## src/rtl/lc4_dmem_unit.sv

```systemverilog
// lc4_dmem_unit
//   Data-memory access stage that sits after the LC4 data controller. It takes the
//   load/store request, runs one req/ack transaction to a variable-latency memory,
//   and holds the core in a stall until that access retires. User-mode accesses to
//   OS space are refused without touching memory. A bounded wait turns a missing
//   ack into a timeout completion.
//
//   Ports
//     clk, rst                  clock, asynchronous active-high reset
//     i_req_valid, i_is_store   request present / store(1) or load(0)
//     i_privilege               1 = OS mode, 0 = user mode
//     i_addr, i_store_data      effective address and store data
//     o_stall                   freeze PC / regfile write this cycle
//     o_done                    one-cycle retire pulse
//     o_rdata, o_fault,         load data and completion status; meaningful only
//     o_timeout                   while o_done = 1, zero otherwise
//     o_mem_req, o_mem_we,      registered memory request bus
//     o_mem_addr, o_mem_wdata
//     i_mem_ack, i_mem_rdata    memory completion and read data
module lc4_dmem_unit #(
  parameter int          TIMEOUT = 16,
  parameter logic [15:0] OS_BASE = 16'hA000
) (
  input  logic        clk,
  input  logic        rst,
  input  logic        i_req_valid,
  input  logic        i_is_store,
  input  logic        i_privilege,
  input  logic [15:0] i_addr,
  input  logic [15:0] i_store_data,
  output logic        o_stall,
  output logic        o_done,
  output logic [15:0] o_rdata,
  output logic        o_fault,
  output logic        o_timeout,
  output logic        o_mem_req,
  output logic        o_mem_we,
  output logic [15:0] o_mem_addr,
  output logic [15:0] o_mem_wdata,
  input  logic        i_mem_ack,
  input  logic [15:0] i_mem_rdata
);

  typedef enum logic [1:0] {IDLE, BUSY, DONE} state_t;

  state_t      state_reg, state_next;
  logic [7:0]  count_reg;
  logic [15:0] rdata_reg;
  logic        fault_reg;
  logic        timeout_reg;
  logic        prot_fault;
  logic        last_count;

  assign prot_fault = ~i_privilege & (i_addr >= OS_BASE);
  // The BUSY cycle holding this count is the last one we wait for an ack.
  assign last_count = (count_reg == 8'(TIMEOUT - 1));

  // State register
  always_ff @(posedge clk or posedge rst) begin
    if (rst) state_reg <= IDLE;
    else     state_reg <= state_next;
  end

  // Next-state logic
  always_comb begin
    state_next = state_reg;
    case (state_reg)
      IDLE: if (i_req_valid) state_next = prot_fault ? DONE : BUSY;
      BUSY: if (i_mem_ack || last_count) state_next = DONE;
      DONE: state_next = IDLE;
      default: state_next = IDLE;
    endcase
  end

  // Output logic
  always_comb begin
    o_done    = (state_reg == DONE);
    // Reset forces the stall low immediately, even while the core still holds
    // its request, so the pipeline is released in the reset cycle itself.
    o_stall   = i_req_valid & ~o_done & ~rst;
    o_rdata   = o_done ? rdata_reg : 16'h0000;
    o_fault   = o_done & fault_reg;
    o_timeout = o_done & timeout_reg;
  end

  // Memory request bus, wait counter and completion status
  always_ff @(posedge clk or posedge rst) begin
    if (rst) begin
      o_mem_req   <= 1'b0;
      o_mem_we    <= 1'b0;
      o_mem_addr  <= 16'h0000;
      o_mem_wdata <= 16'h0000;
      count_reg   <= 8'd0;
      rdata_reg   <= 16'h0000;
      fault_reg   <= 1'b0;
      timeout_reg <= 1'b0;
    end else begin
      case (state_reg)
        IDLE: begin
          if (i_req_valid) begin
            rdata_reg   <= 16'h0000;
            timeout_reg <= 1'b0;
            if (prot_fault) begin
              fault_reg <= 1'b1;
            end else begin
              fault_reg   <= 1'b0;
              o_mem_req   <= 1'b1;
              o_mem_we    <= i_is_store;
              o_mem_addr  <= i_addr;
              o_mem_wdata <= i_store_data;
              count_reg   <= 8'd0;
            end
          end
        end
        BUSY: begin
          // An ack on the final count takes priority over the timeout.
          if (i_mem_ack) begin
            o_mem_req <= 1'b0;
            o_mem_we  <= 1'b0;
            rdata_reg <= o_mem_we ? 16'h0000 : i_mem_rdata;
          end else if (last_count) begin
            o_mem_req   <= 1'b0;
            o_mem_we    <= 1'b0;
            timeout_reg <= 1'b1;
            rdata_reg   <= 16'h0000;
          end else begin
            count_reg <= count_reg + 8'd1;
          end
        end
        DONE: begin
          rdata_reg   <= 16'h0000;
          fault_reg   <= 1'b0;
          timeout_reg <= 1'b0;
        end
        default: ;
      endcase
    end
  end

endmodule

```

## config.mk

```make
export PLATFORM = sky130hd
export DESIGN_NAME = lc4_dmem_unit
export DESIGN_NICKNAME = d
export VERILOG_FILES = /design/src/rtl/lc4_dmem_unit.sv
export SDC_FILE = /design/constraint.sdc
export NUM_CORES = 1
export LEC_CHECK = 0
export ABC_AREA = 1
export CAP_MARGIN = 10
export CORE_MARGIN = 10
export CORE_UTILIZATION = 49
export CTS_BUF_LIST = sky130_fd_sc_hd__clkbuf_2
export CTS_CLUSTER_DIAMETER = 40
export DETAILED_ROUTE_END_ITERATION = 16
export MAX_ROUTING_LAYER = met4
export PLACE_DENSITY = 0.85
export SLEW_MARGIN = 20
export SYNTH_ARGS = -nofsm -noshare
export SYNTH_HDL_FRONTEND = slang
export SYNTH_SLANG_ARGS = --single-unit
export TNS_END_PERCENT = 10
```

## constraint.sdc

```tcl
create_clock -name clk -period 5.85 [get_ports clk]
set_clock_uncertainty 0.15 [all_clocks]
set_input_delay 1.17 -clock clk [delete_from_list [all_inputs] [get_ports clk]]
set_output_delay 1.17 -clock clk [all_outputs]
set_load 0.005 [all_outputs]
```

# Yosys cells after proc, flatten, opt, wreduce, memory -nomap -nowiden
# Index checks and enable logic that the tools add are counted.
[word_totals] reg_bits=62 inputBits=54 output_inout_bits=54
[classes] n_addsub=1 magnitude_cmp=1 eq_ne=10 n_mux=30 bitwise_logic=9 n_reduce_logical=12
[op_table] cell="2-to-1 mux 16 bit" count=5
[op_table] cell="case mux 16 bit (3 select lines)" count=1
[op_table] cell="2-to-1 mux 8 bit" count=4
[op_table] cell="greater-or-equal comparator 16 bit, second input constant" count=1
[op_table] cell="case mux 8 bit (2 select lines)" count=1
[op_table] cell="!= test 2 bit, second input constant" count=6
[op_table] cell="2-to-1 mux 1 bit" count=11
[op_table] cell="adder 8 x 1 -> 8 bit, second input constant" count=1
[op_table] cell="equality test 8 x 4 -> 1 bit, second input constant" count=1
[op_table] cell="AND reduction 4 bit" count=2
[op_table] cell="2-to-1 mux 2 bit" count=3
[op_table] cell="case mux 1 bit (2 select lines)" count=3
[op_table] cell="AND reduction 3 bit" count=2
[op_table] cell="AND 1 bit" count=5
[op_table] cell="AND reduction 5 bit" count=1
[op_table] cell="inverter 1 bit" count=4
[op_table] cell="case mux 2 bit (2 select lines)" count=1
[op_table] cell="AND reduction 2 bit" count=2
[op_table] cell="nonzero test 2 bit" count=2
[op_table] cell="!= test 3 bit, second input constant" count=1
[op_table] cell="case mux 1 bit (3 select lines)" count=1
[op_table] cell="nonzero test 3 bit" count=1
[op_table] cell="equality test 2 x 1 -> 1 bit, second input constant" count=1
[op_table] cell="equality test 2 bit, second input constant" count=1
[op_table] cell="2 further kinds" count=2

# Logic depth before layout (Yosys ltp)
[logic_depth] ltp_word=5 ltp_mapped=9 mapped_depth_nobuf=8

# Worst setup path after synthesis
# No wires, ideal clock.
[synth_timing] path_type="input-to-output" start="input i_req_valid" end="output o_stall" arrival_ns=1.429 setup_slack_ns=3.101 cell_stages=2 n_path_buf=0 cell_sequence="inv_1 -> nor3_1"
[synth_via] elab_chain_len=2
[synth_lines] item="start, declared" line_no="26" rtl="input logic i_req_valid,"
[synth_lines] item="AND 1 bit (2 in series)" line_no="80" rtl="o_stall = i_req_valid & ~o_done & ~rst;"
[synth_lines] item="end, declared" line_no="31" rtl="output logic o_stall,"
# No other way between the ends.

# Worst setup path after layout
# Same ends and word-level chain as after synthesis.

==> results.py <==
metrics = {
    "final_layout": {
        "drive_gt1_share_pct": 6.40,
        "layout.nets": 519,
        "fin_cells": 541,
        "fin_util_pct": 72.7,
        "area_growth_pct": 42.0,
        "diodes": 0,
    },
    "logic_synthesis": {
        "synthCells": 358,
        "synth_warnings": 0,
        "yosysSeqAreaShare_pct": 54.4,
        "ys_seq_elements": 62,
        "syn_nets": 413,
        "syn_area_mm2": 0.00285,
        "synth_cell_type_count": 24,
        "syn_avg_cell_area_um2": 7.97,
    },
    "pwr": {
        "power.density_mw_per_mm2": 397,
        "ir_worst_vdd_mv": 0.264,
        "p_leak_nw": 2.00,
    },
    "placement": {
        "dpl.hpwl_um": 5780,
        "post-place-ws_ps": 1820,
        "routabilityCongestion": 0.752,
        "io_buffers": 107,
        "placedCellCount": 525,
    },
    "detailed_routing": {
        "drc": 0,
        "routed_wl_um": 7820,
        "post_drt_wl_per_cell_um": 14.5,
        "antenna_left": 0,
        "via_count": 2652,
        "via_per_inst": 4.90,
        "dr.pass1.iters": 5,
        "drtIter0Drc": 123,
    },
    "sta": {
        "fmax_mhz": 267,
        "holdWs_ps": 338,
        "fin_ws_ps": 2100,
        "slew_viol_final": 0,
        "slew_headroom_pct": 30.3,
        "tightest_slew_ps": 1040,
        "setup_viol": 0,
        "rsz0062_at_grt": "false",
        "setup_tns_ps": 0,
        "min_period_ps": 3750,
        "hold_violations": 0,
        "final.period_utilization_pct": 64.1,
    },
    "clocking": {
        "cts_tree": "built",
        "clkSinkCount": 62,
        "cts_hold_buf": 0,
        "cts_max_path_buffers": 2,
        "clkSlewWorstSetupHoldPaths_ps": 150,
        "cts_inserted_buffers": 9,
        "cts_resized": 0,
        "htreeDepth": 3,
        "clock_latency_ps": 470,
        "cts_root_buffer": "clkbuf_2",
        "cts_setup_buffers": 0,
    },
    "worst_setup_path": {
        "required_ps": 4530,
        "cp-start-kind": "input port",
        "crit_path_end_kind": "primary output",
        "worstSetupPathType": "input port to primary output",
        "arrival_ps": 2430,
        "cp_max_fo": 3,
    },
    "die": {
        "dieArea_mm2": 0.00928,
        "initial_utilization_pct": 51.2,
        "row_count": 27,
        "core_area_mm2": 0.00557,
        "die_y_um": 96.3,
        "dieWidth_um": 96.3,
        "ios": 108,
    },
    "global_route": {
        "overflow": 0,
        "grtUsageTotal_pct": 17.7,
        "grt_pass1_wl_um": 12400,
        "grt_pass1_vias": 2681,
        "antenna_found_initial": 0,
        "grt_max_degree": 63,
    },
    "min_path": {
        "min_path_type": "flip-flop to flip-flop",
    },
    "outcome": {
        "outcome": "complete, no violations",
    },
    "job": {
        "cap_violations": 0,
    },
}
==> worst paths after layout <==
path,startpoint,endpoint,slack (ps),cells past startpoint
worst min-delay path,o_mem_addr[7],o_mem_addr[7],340,2
max in group asynchronous,rst,o_mem_wdata[4],3940,3
worst min register to register,o_mem_addr[7],o_mem_addr[7],340,2
worst max-delay path,i_req_valid,o_stall,2100,4
worst max register to register,state_reg[0],count_reg[0],3820,6
min in group asynchronous,rst,o_mem_wdata[13],1100,3
==> where the power goes <==
group	internal, mW	switching [mW]	leakage (nW)
Combinational	0.345	0.341	1.12
Sequential	0.582	0.0943	0.803
Clock	0.0958	0.151	0.0705
Total	1.02	0.587	2.00
==> cell usage in the layout (no fill, tap or decap), drive strengths merged <==
| master | n |
|---|---|
| nand3 | 46 |
| nor3b | 2 |
| clkdlybuf4s50 | 107 |
| nor2 | 30 |
| clkbuf | 10 |
| nand4 | 2 |
| nand2 | 147 |
| ha | 1 |
| bufinv | 1 |
| o21ai | 10 |
| xor2 | 1 |
| a21oi | 1 |
| inv | 39 |
| buf | 2 |
| nor3 | 3 |
| dfrtp | 62 |
| clkinv | 5 |
==> critical path: stages <==
cell,delay [ps]
clkdlybuf4s50_1,460
inv_1,80
nor3_1,190
clkdlybuf4s50_1,530
==> metal layers <==
metal  up-vias  GRT usage [%]  wire length [um]
met5         -              -                 0
met4         0           6.42               125
met3        16           7.55               699
met2        88           26.9              3770
met1      1232           20.4              3220
li1       1316              -                 -
==> cell type report <==
type,instances,area (um2)
clock inverters,6,52.6
inverters,39,146
multi-input cells,243,1080
fillers,446,1520
flip-flops and latches,62,1550
repair buffers,109,1090
clock buffers,10,50.0
well taps,72,90.1
==> Yosys cell counts <==
cell type | number | area (um2)
nand2_2 | 2 | 12.5
o21ai_0 | 7 | 35.0
dfrtp_1 | 62 | 1550
nand2_4 | 1 | 11.3
nor3_4 | 1 | 16.3
nand3_1 | 43 | 215
nand3_2 | 1 | 10.0
nor2_1 | 28 | 105
xor2_1 | 1 | 8.76
ha_1 | 1 | 12.5
nand2_1 | 144 | 541
nor3_1 | 1 | 5.00
buf_6 | 2 | 22.5
nor3_2 | 1 | 10.0
inv_2 | 3 | 11.3
clkbuf_1 | 3 | 11.3
buf_2 | 9 | 45.0
a21oi_1 | 1 | 5.00
nand3_4 | 2 | 35.0
o21ai_1 | 3 | 15.0
inv_1 | 36 | 135
nor2_2 | 2 | 12.5
nand4_1 | 2 | 12.5
nor3b_1 | 2 | 15.0
==> stage by stage <==
step,total power [mW],instance area (um2)
after detailed placement,1.38,3950
after floorplan,0.997,2850
final,1.61,4050
after global placement,1.35,3950
after CTS,1.62,4050
after global routing,1.74,4050
==> kinds of logic after synthesis <==
family / after synthesis / synth area share [%]
AOI/OAI and AO/OA: 11 / 1.93
xor gates and xnor gates: 1 / 0.307
adders and majority gates: 1 / 0.438
DFF: 62 / 54.4
buffers and inverters: 53 / 7.89
and+or+nand+nor: 230 / 35.1
No activity file was read; power rests on OpenSTA's default activity.
